--- src/rtl/ring_osc_pkg.sv ---
// Shared definitions for the multi-channel ring-oscillator frequency counter:
// FSM state encodings, synchroniser depth floor and result-packing helper.
`timescale 1ns/1ps
package ring_osc_pkg;

    typedef logic [1:0] state_t;

    localparam state_t ST_IDLE    = 2'd0;
    localparam state_t ST_MEASURE = 2'd1;
    localparam state_t ST_DONE    = 2'd2;

    localparam int MIN_SYNC_STAGES = 2;

    // Lowest bit of channel ch inside a packed multi-channel result bus.
    function automatic int unsigned ch_lsb(input int unsigned ch, input int unsigned width);
        return ch * width;
    endfunction

endpackage

--- src/rtl/ring_edge_sync.sv ---
// Synchroniser for one asynchronous ring-oscillator output followed by a
// rising-edge detector producing a single-cycle pulse per edge.
`timescale 1ns/1ps
module ring_edge_sync #(
    parameter int SYNC_STAGES = 2
) (
    input  logic clk,
    input  logic rst,
    input  logic ring,
    output logic pulse
);

    logic [SYNC_STAGES-1:0] sync;
    logic                   sync_d;

    always_ff @(posedge clk) begin
        if (rst) begin
            sync   <= '0;
            sync_d <= 1'b0;
        end else begin
            sync   <= {sync[SYNC_STAGES-2:0], ring};
            sync_d <= sync[SYNC_STAGES-1];
        end
    end

    assign pulse = sync[SYNC_STAGES-1] & ~sync_d;

endmodule

--- src/rtl/ring_osc_freq_counter.sv ---
// Multi-channel ring-oscillator frequency counter: counts synchronised rising
// edges per channel over a programmable gate window, single-shot or continuous.
`timescale 1ns/1ps
module ring_osc_freq_counter
    import ring_osc_pkg::*;
#(
    parameter int NUM_CH      = 4,
    parameter int CNT_W       = 16,
    parameter int GATE_W      = 16,
    parameter int SYNC_STAGES = 2
) (
    input  logic                    clk,
    input  logic                    rst,
    input  logic [NUM_CH-1:0]       ring_in,
    input  logic [GATE_W-1:0]       gate_len,
    input  logic                    start,
    input  logic                    continuous,
    output logic                    busy,
    output logic [NUM_CH*CNT_W-1:0] value_out,
    output logic [NUM_CH-1:0]       overflow,
    output logic                    valid
);

    localparam int SYNC_EFF = (SYNC_STAGES < MIN_SYNC_STAGES) ? MIN_SYNC_STAGES : SYNC_STAGES;
    localparam logic [CNT_W-1:0]  CNT_MAX  = '1;
    localparam logic [CNT_W-1:0]  CNT_ONE  = {{(CNT_W-1){1'b0}}, 1'b1};
    localparam logic [GATE_W-1:0] GATE_ONE = {{(GATE_W-1){1'b0}}, 1'b1};

    state_t                  state;
    logic [GATE_W-1:0]       gate_cnt;
    logic [GATE_W-1:0]       gate_load;
    logic [NUM_CH-1:0]       pulse;
    logic [NUM_CH-1:0]       ovf_run;
    logic [NUM_CH-1:0]       ovf_nxt;
    logic [CNT_W-1:0]        cnt     [NUM_CH];
    logic [CNT_W-1:0]        cnt_nxt [NUM_CH];
    logic [NUM_CH*CNT_W-1:0] value_nxt;

    for (genvar g = 0; g < NUM_CH; g++) begin : g_ch
        ring_edge_sync #(.SYNC_STAGES(SYNC_EFF)) u_sync (
            .clk   (clk),
            .rst   (rst),
            .ring  (ring_in[g]),
            .pulse (pulse[g])
        );
    end

    // A zero-length request still yields a one-cycle window.
    assign gate_load = (gate_len == '0) ? GATE_ONE : gate_len;
    assign busy      = (state != ST_IDLE);

    // Saturating per-channel count including this cycle's pulse; the sticky
    // flag marks any edge that arrived while the counter was already full.
    always_comb begin
        value_nxt = '0;
        for (int i = 0; i < NUM_CH; i++) begin
            cnt_nxt[i] = cnt[i];
            ovf_nxt[i] = ovf_run[i];
            if (pulse[i]) begin
                if (cnt[i] == CNT_MAX) ovf_nxt[i] = 1'b1;
                else                   cnt_nxt[i] = cnt[i] + CNT_ONE;
            end
            value_nxt[ch_lsb(i, CNT_W) +: CNT_W] = cnt_nxt[i];
        end
    end

    always_ff @(posedge clk) begin
        if (rst) begin
            state     <= ST_IDLE;
            gate_cnt  <= '0;
            valid     <= 1'b0;
            value_out <= '0;
            overflow  <= '0;
            ovf_run   <= '0;
            for (int i = 0; i < NUM_CH; i++) cnt[i] <= '0;
        end else begin
            valid <= 1'b0;
            case (state)
                ST_IDLE: begin
                    if (start) begin
                        state    <= ST_MEASURE;
                        gate_cnt <= gate_load;
                        ovf_run  <= '0;
                        for (int i = 0; i < NUM_CH; i++) cnt[i] <= '0;
                    end
                end
                ST_MEASURE: begin
                    ovf_run  <= ovf_nxt;
                    gate_cnt <= gate_cnt - GATE_ONE;
                    for (int i = 0; i < NUM_CH; i++) cnt[i] <= cnt_nxt[i];
                    if (gate_cnt == GATE_ONE) begin
                        value_out <= value_nxt;
                        overflow  <= ovf_nxt;
                        valid     <= 1'b1;
                        state     <= ST_DONE;
                    end
                end
                ST_DONE: begin
                    if (continuous) begin
                        state    <= ST_MEASURE;
                        gate_cnt <= gate_load;
                        ovf_run  <= '0;
                        for (int i = 0; i < NUM_CH; i++) cnt[i] <= '0;
                    end else begin
                        state <= ST_IDLE;
                    end
                end
                default: state <= ST_IDLE;
            endcase
        end
    end

endmodule

--- config.mk ---
export PLATFORM = sky130hd
export DESIGN_NAME = ring_osc_freq_counter
export DESIGN_NICKNAME = d
export VERILOG_FILES = /design/src/rtl/ring_osc_pkg.sv /design/src/rtl/ring_edge_sync.sv /design/src/rtl/ring_osc_freq_counter.sv
export SDC_FILE = /design/constraint.sdc
export NUM_CORES = 1
export LEC_CHECK = 0
export BUFFER_PORTS_ARGS = -buffer_cell sky130_fd_sc_hd__buf_2
export CAP_MARGIN = 40
export CELL_PAD_IN_SITES_DETAIL_PLACEMENT = 2
export CELL_PAD_IN_SITES_GLOBAL_PLACEMENT = 2
export CORE_UTILIZATION = 38
export DETAILED_ROUTE_END_ITERATION = 8
export PLACE_DENSITY = 0.9
export SLEW_MARGIN = 20
export SYNTH_ARGS = -nofsm -noshare
export SYNTH_HDL_FRONTEND = slang
export SYNTH_SLANG_ARGS = --single-unit
--- constraint.sdc ---
create_clock -name clk -period 5.09 [get_ports clk]
set_input_delay 0.509 -clock clk [delete_from_list [all_inputs] [get_ports clk]]
set_output_delay 0.509 -clock clk [all_outputs]
set_load 0.02 [all_outputs]
==> results.txt, run 1 <==
Post-synth EDFFs: 16
Root buf cell: clkbuf_16
Die W: 147 um
Count leader, synth: dfxtp_1
Routed Antenna Nets: 0
Asr flop ratio synth: 0%
RSZ-0062 raised after global routing: false
Sw power: 0.796 mW
CTS Hold Buffers Added: 0
First-pass GRT wire length: 48300 um
Nets: 1039
Critical path peak fanout: 105
Period utilization: 60.2%
Worst-path clk slew: 0.07 ns
Register area share after synthesis: 43.8%
DIE HEIGHT: 147 um
Mapped cell area: 8000 um^2
Pre-CTS setup slack: 2.09 ns
Minimum clock period: 3.06 ns
Count of different cell masters after synthesis: 62
Ys Warns: 0
Cells after Synth: 950
Row count: 52
Vias per inst: 6.06
Peak supply drop: 252 uV
DRC: 0
Switching Share: 26.8%
Floorplan Core Area: 20400 um^2
Critical Setup Path Class: flip-flop to flip-flop
Boundary Pins: 94
Static Leak: 3.26 nW
Largest net degree at the start of global routing: 106
Endpoints failing setup: 0
Area delta synth->final: 15.7%
Sink Count: 167
Fillers: 2227
Number of global-route vias before repair: 8536
Maxcap violations: 0
Top achievable clock speed: 327 MHz
Critical path endpoint category: flip-flop
Routability Congestion: 0.791
Pwr/cell area: 320 nW/um^2
Post-CTS Setup Inserts: 0
Comb pwr share: 9.0%
CP bufs+invs: 1
Overall global routing resource usage: 28.7%
Crit-path most repeated cell: or4_4
Status: complete, no violations
Top cell type's share of synthesized area: 37.8%
DP HPWL: 18300 um
Total CTS buffers: 17
Seq cells post-synth: 167
Sequential share of power: 47.5%
Top cells by area, synth: dfxtp_1, edfxtp_1, nor2_1, a211oi_1, nand2_1
Total iterations of the first detailed-routing run: 4
# diodes: 0
CP max stage delay: 0.60 ns
CP Data Arrival Time: 3.43 ns
Clk pwr share: 43.5%
Cell area after layout: 9260 um^2
Die area: 21600 um^2
Cell chain of the critical path: or4_4 > or4_4 > nor3_4 > buf_12 > nand2_1 > o22ai_1
Post-cts sizing count: 0
Startpoint Class: flip-flop
Req. time, crit path: 5.46 ns
Via count: 7832
CTS tree: built
Actual transition at the worst max-transition pin: 0.849 ns
H-tree Lvls: 4
Share of layout cells above drive strength 1: 14.9%
I/O Buffers: 93
Avg WL per Cell: 23.4 um
Setup_tns: 0 ns
Slowest stage cell, crit path: or4_4
CTS Buffer Depth: 2
Initial DRC count: 411
Final WS setup: 2.03 ns
Hold WC Path Type: input port to flip-flop
Post-Route Skew: 0.00681 ns
Antenna violations before repair: 1
Pint: 2.17 mW
Post-synth net total: 980
Total gr overflow: 0
Avg Inst Size Synth: 8.43 um^2
Dominant synthesized flop cell: dfxtp_1
Final Max Slew Viols: 0
Crit-path leading delay family: simple AND/OR/NAND/NOR gates
Biggest area consumer among synthesized cells: dfxtp_1
Clk Latency, worst-skew pair: 0.45 ns
Slew HR: 42.9%
Final hold vios: 0
Synth top cells by count: dfxtp_1, nor2_1, nand2_1, clkbuf_1, a21oi_1
Initial Utilization: 39.2%
Area after DPL: 8700 um^2
Routed WL: 30200 um
==> area by class of cell <==
type	count	area, um^2	area share (%)
well taps	270	338	3.65
repair buffers	107	609	6.58
clock buffers	18	429	4.63
flip-flops and latches	167	3500	37.8
multi-input cells	698	4180	45.1
clock inverters	14	135	1.46
inverters	18	67.6	0.730
==> logic make-up after synthesis <==
| kind of cell | after synthesis | share of synthesized area (%) |
|---|---|---|
| AO/OA/AOI/OAI | 224 | 18.4 |
| multiplexers | 14 | 1.78 |
| AND/OR/NAND/NOR | 403 | 25.4 |
| buffers and inverters | 85 | 4.14 |
| adder cells (fa/ha/maj) | 6 | 0.938 |
| flip-flops | 167 | 43.8 |
| XOR/XNOR | 51 | 5.58 |
==> registers in the layout, summed over array words and instances (netlist names) <==
| register | cells |
|---|---|
| cnt | 64 |
| g_ch.u_sync.sync | 8 |
| g_ch.u_sync.sync_d | 4 |
| gate_cnt | 16 |
| overflow | 4 |
| ovf_run | 4 |
| state | 2 |
| valid | 1 |
| value_out | 64 |
==> placed cells by master, fill, tap and decap left out, types with 17 or more instances in the layout <==
cell type and n:
buf_2 92, o21ai_0 42, nor4_1 20, nor3_1 34, xnor2_1 28, a211oi_1 44
nand4_1 29, nand2_1 75, nand3_1 34, a21oi_1 54, nor2b_1 19, clkbuf_16 17
xor2_1 23, nor2_1 117, dfxtp_1 151
==> worst register-to-register path, cell delays in order (launching register included) <==
cell     delay, ns
dfxtp_1       0.37
or4_4         0.60
or4_4         0.57
nor3_4        0.24
buf_12        0.44
nand2_1       0.45
o22ai_1       0.30
==> per-layer routing <==
layer / share of wire [%] / track usage, %
met2: 51 / 49.8
met3: 3.9 / 5.12
met5: 0 / 0
met4: 3.1 / 13.0
met1: 42 / 34.6
==> through the flow <==
stage	instances	hold slack [ns]	power [mW]	util [%]
final	1292	0.266	2.97	45.3
after global routing	1292	0.270	3.06	45.3
after CTS	1292	0.252	2.98	45.3
after detailed placement	1260	0.427	1.69	42.6
after global placement	1255	0.421	1.67	42.3
after floorplan	950	0.414	1.59	-
==> worst paths after layout <==
check / slack [ns] / startpoint / depth (start not counted) / endpoint
max: 2.03 / gate_cnt[7]$_SDFFE_PP0P_ / 6 / value_out[12]$_SDFFE_PP0P_
min: 0.27 / ring_in[1] / 2 / g_ch[1].u_sync.sync[0]$_SDFF_PP0_
max reg2reg: 2.03 / gate_cnt[7]$_SDFFE_PP0P_ / 6 / value_out[12]$_SDFFE_PP0P_
min reg2reg: 0.45 / g_ch[1].u_sync.sync[0]$_SDFF_PP0_ / 1 / g_ch[1].u_sync.sync[1]$_SDFF_PP0_
==> power groups by stage <==
stage | combinational, mW | clock, mW | sequential, mW
after detailed placement | 0.257 | 0 | 1.43
after floorplan | 0.163 | 0 | 1.43
after global placement | 0.239 | 0 | 1.43
after global routing | 0.291 | 1.36 | 1.41
after CTS | 0.266 | 1.31 | 1.41
final | 0.266 | 1.29 | 1.41
Power figures use the tool's default switching activity.
==> run 2: changes to the inputs <==
--- a/config.mk
+++ b/config.mk
@@ -5,13 +5,14 @@
 export SDC_FILE = /design/constraint.sdc
 export NUM_CORES = 1
 export LEC_CHECK = 0
+export ABC_AREA = 1
 export BUFFER_PORTS_ARGS = -buffer_cell sky130_fd_sc_hd__buf_2
 export CAP_MARGIN = 40
 export CELL_PAD_IN_SITES_DETAIL_PLACEMENT = 2
 export CELL_PAD_IN_SITES_GLOBAL_PLACEMENT = 2
-export CORE_UTILIZATION = 38
+export CORE_UTILIZATION = 30
 export DETAILED_ROUTE_END_ITERATION = 8
-export PLACE_DENSITY = 0.9
+export PLACE_DENSITY = 0.82
 export SLEW_MARGIN = 20
 export SYNTH_ARGS = -nofsm -noshare
 export SYNTH_HDL_FRONTEND = slang
==> constraint.sdc (replaced) <==
create_clock -name clk -period 2.55 [get_ports clk]
set_input_delay 0.255 -clock clk [delete_from_list [all_inputs] [get_ports clk]]
set_output_delay 0.255 -clock clk [all_outputs]
set_load 0.02 [all_outputs]
==> results.txt, run 2 <==
Count leader, synth: nand2_1
Final Max Slew Viols: 0 (unchanged)
Count of different cell masters after synthesis: 42 (-32%)
Via count: 8679 (+11%)
Critical path peak fanout: 13 (-88%)
Avg Inst Size Synth: 6.81 um^2 (-19%)
Worst-path clk slew: 0.08 ns (about the same)
Non-Filler Instances: 1751 (+36%)
Nets: 1390 (+34%)
Area after DPL: 9540 um^2 (+9.7%)
Commonest non-fill, non-tap cells in the layout: nand2_1, inv_1, dfxtp_1, nor2_1, nand3_1
Cell chain of the critical path: ha_1 > nand2_1 > nor2_1 > nand4_1 > nand2_1 > nand2_1 > nand2_1 > nand2_1 > o211ai_1 > inv_1
Dominant synthesized flop cell: dfxtp_1
Routability Congestion: 0.794 (+0.42%)
Largest net degree at the start of global routing: 63 (-41%)
Final core occ: 35.9% (-9.4 points)
Slew HR: 59.0% (+16 points)
Pwr/cell area: 634 nW/um^2 (+98%)
DRC: 0 (unchanged)
Seq cells post-synth: 167 (unchanged)
Total CTS buffers: 17 (unchanged)
Cell area after layout: 10100 um^2 (+9.1%)
Hold slack final: 0.0358 ns (-0.231 ns)
Clk Latency, worst-skew pair: 0.45 ns (about the same)
Startpoint Class: flip-flop
Vias per inst: 4.96 (-18%)
Static Leak: 4.54 nW (+40%)
First-pass GRT wire length: 48100 um (-0.41%)
DIE HEIGHT: 172 um (+17%)
Ys Warns: 0 (unchanged)
CTS tree: built
Biggest area consumer among synthesized cells: dfxtp_1
Overall global routing resource usage: 20.5% (-8.2 points)
Antenna violations before repair: 0 (-1)
Post-synth net total: 1309 (+34%)
CP Data Arrival Time: 2.55 ns (-0.88 ns)
Synth top cells by count: nand2_1, inv_1, dfxtp_1, nor2_1, nand3_1
Total gr overflow: 0 (unchanged)
Die area: 29700 um^2 (+37%)
RSZ-0062 raised after global routing: false
Floorplan Core Area: 28200 um^2 (+38%)
Post-CTS Setup Inserts: 0 (unchanged)
Sink Count: 167 (unchanged)
Critical path endpoint category: flip-flop
Boundary Pins: 94 (unchanged)
Crit-path most repeated cell: nand2_1
Share of layout cells above drive strength 1: 12.3% (-2.6 points)
Top achievable clock speed: 454 MHz (+39%)
Initial Utilization: 30.9% (-8.3 points)
Hold WC Path Type: input port to flip-flop
H-tree Lvls: 4 (unchanged)
Commonest non-fill, non-tap cell in the layout: nand2_1
Cells after Synth: 1279 (+35%)
Top Registers: cnt: 64 flops, value_out: 64 flops, gate_cnt: 16 flops
Critical Path Start: cnt[2][1]$_SDFFE_PP0P_
Setup_tns: 0 ns (unchanged)
Root buf cell: clkbuf_16
Req. time, crit path: 2.90 ns (-2.56 ns)
Pwr Total: 6.41 mW (+120%)
Final hold vios: 0 (unchanged)
Post-cts sizing count: 0 (unchanged)
Worst r2r src: cnt[2][1]$_SDFFE_PP0P_
Peak supply drop: 462 uV (+84%)
Post-synth EDFFs: 16 (unchanged)
Critical Setup Path Class: flip-flop to flip-flop
HP Start: ring_in[1]
Row count: 61 (+17%)
Routed WL: 29200 um (-3.1%)
CP max stage delay: 0.53 ns (-0.07 ns)
DP HPWL: 20700 um (+13%)
Final WS setup: 0.349 ns (-1.68 ns)
Slowest stage cell, crit path: nand4_1
Pre-CTS setup slack: 0.412 ns (-1.68 ns)
Top cell type's share of synthesized area: 34.7% (-3.0 points)
# diodes: 0 (unchanged)
Initial DRC count: 344 (-16%)
Endpoints failing setup: 0 (unchanged)
Total iterations of the first detailed-routing run: 4 (unchanged)
Period utilization: 86.3% (+26 points)
Top cells by area, synth: dfxtp_1, nand2_1, inv_1, nand3_1, edfxtp_1
Number of global-route vias before repair: 9382 (+9.9%)
Area delta synth->final: 16.1%
CTS Buffer Depth: 2 (unchanged)
Maxcap violations: 0 (unchanged)
Avg WL per Cell: 16.7 um (-29%)
Placed Cells: 1719 (+36%)
CTS Hold Buffers Added: 0 (unchanged)
Mapped cell area: 8710 um^2 (+8.8%)
Routed Antenna Nets: 0 (unchanged)
Status: complete, no violations
Register area share after synthesis: 40.2% (-3.5 points)
Actual transition at the worst max-transition pin: 0.613 ns (-0.236 ns)
I/O Buffers: 93 (unchanged)
Asr flop ratio synth: 0% (unchanged)
Minimum clock period: 2.20 ns (-0.861 ns)
Die W: 172 um (+17%)
Post-Route Skew: 0.0147 ns (+0.00785 ns)
[run 2: kinds of logic (layout without fill, tap and decap cells)]
| family | Yosys count | count (layout) | share of synthesized area [%] |
|---|---|---|---|
| DFF | 167 | 167 | 40.2 |
| adders and majority gates | 6 | 6 | 0.862 |
| AOI/OAI and AO/OA | 235 | 235 | 15.4 |
| xor gates and xnor gates | 21 | 21 | 2.11 |
| buffers and inverters | 217 | 311 | 10.4 |
| and+or+nand+nor | 633 | 633 | 31.0 |
[run 2: cell type report]
type | instances | area (um^2)
multi-input combinational | 895 | 4300
clock buffer | 18 | 429
inverter | 170 | 638
fill | 3424 | 18100
sequential | 167 | 3500
timing repair buffer | 109 | 623
clock inverter | 14 | 135
tap | 378 | 473
[run 2: layer usage]
metal,part of all wire (%),track usage [%]
met1,46,24.8
met2,51,37.7
met3,1.8,2.98
met4,1.3,5.43
met5,0,0
[run 2: critical path: cells and delay by family, from the launching register on]
family | cells | cell delay, ns
AOI/OAI and AO/OA | 1 | 0.08
adders and majority gates | 1 | 0.23
buffers and inverters | 1 | 0.05
DFF | 1 | 0.40
and+or+nand+nor | 7 | 1.33
[run 2: path summary, 6_finish.rpt]
check	cells past startpoint	end	slack [ns]
max reg2reg	10	value_out[32]$_SDFFE_PP0P_	0.35
min	3	g_ch[1].u_sync.sync[0]$_SDFF_PP0_	0.04
min reg2reg	2	g_ch[2].u_sync.sync[1]$_SDFF_PP0_	0.40
max	10	value_out[32]$_SDFFE_PP0P_	0.35
[run 2: report_power, final]
part	internal (mW)	leakage (nW)	switching, mW
Sequential	2.77	1.41	0.116
Combinational	0.274	2.87	0.655
Clock	1.37	0.270	1.22
Total	4.41	4.54	1.99
